$ cat config.mk
export PLATFORM = sky130hd
export DESIGN_NAME = serial_subtractor
export DESIGN_NICKNAME = d
export VERILOG_FILES = /design/src/rtl/serial_subtractor.sv
export SDC_FILE = /design/constraint.sdc
export NUM_CORES = 1
export LEC_CHECK = 0
export ABC_AREA = 1
export ABC_CLOCK_PERIOD_IN_PS = 1400
export CAP_MARGIN = 5
export CORE_MARGIN = 2
export CORE_UTILIZATION = 44
export DETAILED_ROUTE_END_ITERATION = 7
export PLACE_DENSITY_LB_ADDON = 0.25
export SYNTH_ARGS = -nofsm -noshare
export SYNTH_HDL_FRONTEND = slang
export SYNTH_SLANG_ARGS = --single-unit
$ cat constraint.sdc
create_clock -name clk -period 1.4 [get_ports clk]
set_input_delay 0.21 -clock clk [delete_from_list [all_inputs] [get_ports clk]]
set_output_delay 0.21 -clock clk [all_outputs]
set_load 0.05 [all_outputs]
$ cat src/rtl/serial_subtractor.sv
// Bit-serial LSB-first subtractor: diff = a - b - bin, one full-subtractor cell, WIDTH shift cycles.
// Optional feature macro SERIAL_SUB_SAT_EN: saturate diff to 0 on borrow-out and add a sat flag.
module serial_subtractor #(
   parameter int WIDTH = 4
) (
   input  logic             clk,
   input  logic             rst,
   input  logic             start,
   input  logic [WIDTH-1:0] a,
   input  logic [WIDTH-1:0] b,
   input  logic             bin,
   output logic [WIDTH-1:0] diff,
   output logic             bout,
   output logic             busy,
   output logic             done
`ifdef SERIAL_SUB_SAT_EN
   ,
   output logic             sat
`endif
);

   localparam int CW = $clog2(WIDTH);
   localparam logic [CW-1:0] LAST_CNT = CW'(WIDTH - 1);

   typedef enum logic {
      IDLE  = 1'b0,
      SHIFT = 1'b1
   } state_t;

   // Full-subtractor cell: returns {borrow_out, difference_bit}.
   function automatic logic [1:0] fs_cell(input logic x, input logic y, input logic br);
      logic d;
      logic br_n;
      d    = x ^ y ^ br;
      br_n = (~x & y) | (~(x ^ y) & br);
      return {br_n, d};
   endfunction

   state_t           state_q, state_d;
   logic [WIDTH-1:0] a_sr_q, a_sr_d;
   logic [WIDTH-1:0] b_sr_q, b_sr_d;
   logic             br_q, br_d;
   logic [CW-1:0]    cnt_q, cnt_d;
   logic [WIDTH-1:0] diff_q, diff_d;
   logic             bout_q, bout_d;
   logic             busy_q, busy_d;
   logic             done_q, done_d;
   logic             sat_q, sat_d;
   logic [1:0]       cell_s;

   // Next-state, datapath and output computation.
   // The minuend register doubles as the result register: difference bits enter at the MSB.
   always_comb begin
      state_d = state_q;
      a_sr_d  = a_sr_q;
      b_sr_d  = b_sr_q;
      br_d    = br_q;
      cnt_d   = cnt_q;
      diff_d  = diff_q;
      bout_d  = bout_q;
      busy_d  = busy_q;
      done_d  = 1'b0;
      sat_d   = 1'b0;
      cell_s  = fs_cell(a_sr_q[0], b_sr_q[0], br_q);

      case (state_q)
         IDLE: begin
            if (start) begin
               a_sr_d  = a;
               b_sr_d  = b;
               br_d    = bin;
               cnt_d   = {CW{1'b0}};
               diff_d  = {WIDTH{1'b0}};
               bout_d  = 1'b0;
               busy_d  = 1'b1;
               state_d = SHIFT;
            end else begin
               state_d = IDLE;
            end
         end
         SHIFT: begin
            a_sr_d = {cell_s[0], a_sr_q[WIDTH-1:1]};
            b_sr_d = {1'b0, b_sr_q[WIDTH-1:1]};
            br_d   = cell_s[1];
            if (cnt_q == LAST_CNT) begin
               cnt_d   = {CW{1'b0}};
               bout_d  = cell_s[1];
               busy_d  = 1'b0;
               done_d  = 1'b1;
               state_d = IDLE;
`ifdef SERIAL_SUB_SAT_EN
               if (cell_s[1]) begin
                  diff_d = {WIDTH{1'b0}};
                  sat_d  = 1'b1;
               end else begin
                  diff_d = {cell_s[0], a_sr_q[WIDTH-1:1]};
                  sat_d  = 1'b0;
               end
`else
               diff_d = {cell_s[0], a_sr_q[WIDTH-1:1]};
`endif
            end else begin
               cnt_d = cnt_q + CW'(1);
            end
         end
         default: begin
            busy_d  = 1'b0;
            state_d = IDLE;
         end
      endcase
   end

   // State and output registers with synchronous reset.
   always_ff @(posedge clk) begin
      if (rst) begin
         state_q <= IDLE;
         a_sr_q  <= {WIDTH{1'b0}};
         b_sr_q  <= {WIDTH{1'b0}};
         br_q    <= 1'b0;
         cnt_q   <= {CW{1'b0}};
         diff_q  <= {WIDTH{1'b0}};
         bout_q  <= 1'b0;
         busy_q  <= 1'b0;
         done_q  <= 1'b0;
         sat_q   <= 1'b0;
      end else begin
         state_q <= state_d;
         a_sr_q  <= a_sr_d;
         b_sr_q  <= b_sr_d;
         br_q    <= br_d;
         cnt_q   <= cnt_d;
         diff_q  <= diff_d;
         bout_q  <= bout_d;
         busy_q  <= busy_d;
         done_q  <= done_d;
         sat_q   <= sat_d;
      end
   end

   assign diff = diff_q;
   assign bout = bout_q;
   assign busy = busy_q;
   assign done = done_q;
`ifdef SERIAL_SUB_SAT_EN
   assign sat  = sat_q;
`else
   logic unused_sat_s;
   assign unused_sat_s = sat_q ^ sat_d;
`endif

endmodule

==> run metrics <==
status finished clean; core box area 1730 um2; slowest CP cell fa_1; Avg WL per Cell 10.2 um; WP data required 1.60 ns; Synth Instances 111; IO buf count 18; register area share after synthesis 0.468; Relative slew margins 0.779; post-route design area 1120 um2; Worst-path clk slew 0.11 ns; Detailed Place HPWL 1260 um; Routed Antenna Nets 0; Cell Area, Placed 1090 um2; WP data arrival 1.45 ns; post_cts resized 0; layout cells sized above 1 0.143; Setup TNS 0 ns; LEAKAGE 0.518 nW; global placer's final weighted congestion 0.811; ant diodes 0; Async SR Flop Fraction 0; Post-CTS Setup Inserts 0; drt via density 4.63; worst-path cell chain inv_1 > fa_1 > nand2_1 > nand3_1 > nand2_1 > inv_1; Setup Viol. Count Final 0; Area Overhead vs Synth 37.5%; final hold viol count 0; first-pass GRT wire length 2620 um; Initial Util 0.471; H-Tree Depth 1; first-pass detailed-route iteration total 4; cell with the most instances after synthesis nand2_1; Post-layout nets 148; FP Rows 15; worst-path fanout max 2; DIE WIDTH 47.0 um; Hold-fix buffers, CTS 0; WL final 1610 um; final period utilization 0.895; highest clock rate 798 MHz; MaxCap Viol Count 0; area share of the largest cell type after synthesis 0.468; Setup crit end kind register; worst min path class register to register; DRT iter0 DRCs 14; Synth area leader dfxtp_1; CTS Buf Count 3; worst slew pin tran 0.331 ns; Setup crit start kind register; initial antenna violation count 0; Ys Warns 0; vias in the first global route 623; Main synth FF type dfxtp_1; post-synthesis register bit count 19; clock sinks 19; synthesized area per cell 7.33 um2; cells taking the most area after synthesis dfxtp_1, nand2_1, nand3_1, inv_1, o21ai_1; grt ovf 0; Synth cell types 15; Cell Pwr Density 907 nW/um2; GRT Util Overall 0.170; Die Y-Extent 47.0 um; cell area after synthesis 813 um2; clk buf depth 2; WS Path Type register to register; clk_skew 0.00558 ns; RSZ-0062 raised after global routing false; Post-synth EDFFs 0; largest net degree at the start of global routing 13; Vias 732; Max IR drop VDD 0.000600 V; min cycle time layout 1.25 ns; I/O pin cnt 19; Mapped Nets 125; clock latency on the worst-skew pair 0.29 ns; Final Max Slew Viols 0; root buffer cell clkbuf_4; top cells by instance count after synthesis nand2_1, dfxtp_1, nand3_1; slowest stage delay, CP 0.49 ns; CTS tree yes; Hold Slack 0.478 ns; Die ar. 2210 um2; total power 1.01 mW; drt drc 0
-- kinds of logic after synthesis --
group / after synthesis / synth area share
AO/OA/AOI/OAI: 8 / 0.0492
buffers and inverters: 17 / 0.0969
adder cells (fa/ha/maj): 2 / 0.0400
flip-flops: 19 / 0.468
AND/OR/NAND/NOR: 65 / 0.346
-- final timing paths --
check | start | to | slack [ns] | depth (start not counted)
worst min register to register | a_sr_q[2] | diff[1] | 0.48 | 2
worst max-delay path | b_sr_q[0] | a_sr_q[3] | 0.15 | 6
worst min-delay path | a_sr_q[2] | diff[1] | 0.48 | 2
worst max register to register | b_sr_q[0] | a_sr_q[3] | 0.15 | 6
-- layout by cell type (no fill, tap or decap), drive strengths merged --
master	n
a21oi	2
buf	10
clkbuf	3
clkdlybuf4s50	11
clkinv	1
dfxtp	19
fa	1
ha	1
inv	14
nand2	41
nand3	16
nor2	8
o21ai	6
-- area by class of cell --
| class | instances | area, um2 |
|---|---|---|
| Fill cell | 166 | 608 |
| Sequential cell | 19 | 380 |
| Multi-Input combinational cell | 75 | 354 |
| Timing Repair Buffer | 21 | 273 |
| Inverter | 14 | 52.6 |
| Tap cell | 25 | 31.3 |
| Clock buffer | 3 | 22.5 |
| Clock inverter | 1 | 5.00 |
-- routing by layer --
| layer | wire length (um) | share of wire | up-vias | global-route usage |
|---|---|---|---|---|
| li1 | - | - | 389 | - |
| met1 | 712 | 0.44 | 330 | 0.202 |
| met2 | 835 | 0.52 | 11 | 0.299 |
| met3 | 47 | 0.029 | 2 | 0.0231 |
| met4 | 13 | 0.0081 | 0 | 0.0833 |
| met5 | 0 | 0 | - | 0 |
-- report_power, final --
| part | internal (mW) | switching, mW |
|---|---|---|
| Clock | 0.106 | 0.165 |
| Sequential | 0.565 | 0.0188 |
| Combinational | 0.0763 | 0.0828 |
-- metrics by stage --
step           utilization  setup slack (ns)  cells
6_report             0.648             0.147    158
3_5_place_dp         0.632           -0.0107    154
2_1_floorplan            -             0.264    111
5_1_grt              0.648            0.0901    158
4_1_cts              0.648             0.139    158
3_3_place_gp         0.632            0.0165    154
-- registers in the layout, summed over array words and instances (netlist names) --
signal,count
busy,1
cnt_q,2
br_q,1
bout,1
a_sr_q,4
diff,4
state_q,1
done,1
b_sr_q,4
-- worst max-delay path, delay by kind of cell (launching register included) --
| kind | cells | cell delay (ns) |
|---|---|---|
| adder cells (fa/ha/maj) | 1 | 0.49 |
| buffers and inverters | 2 | 0.09 |
| AND/OR/NAND/NOR | 3 | 0.22 |
| flip-flops | 1 | 0.36 |
Note: power is estimated with default switching activity, not from simulation.
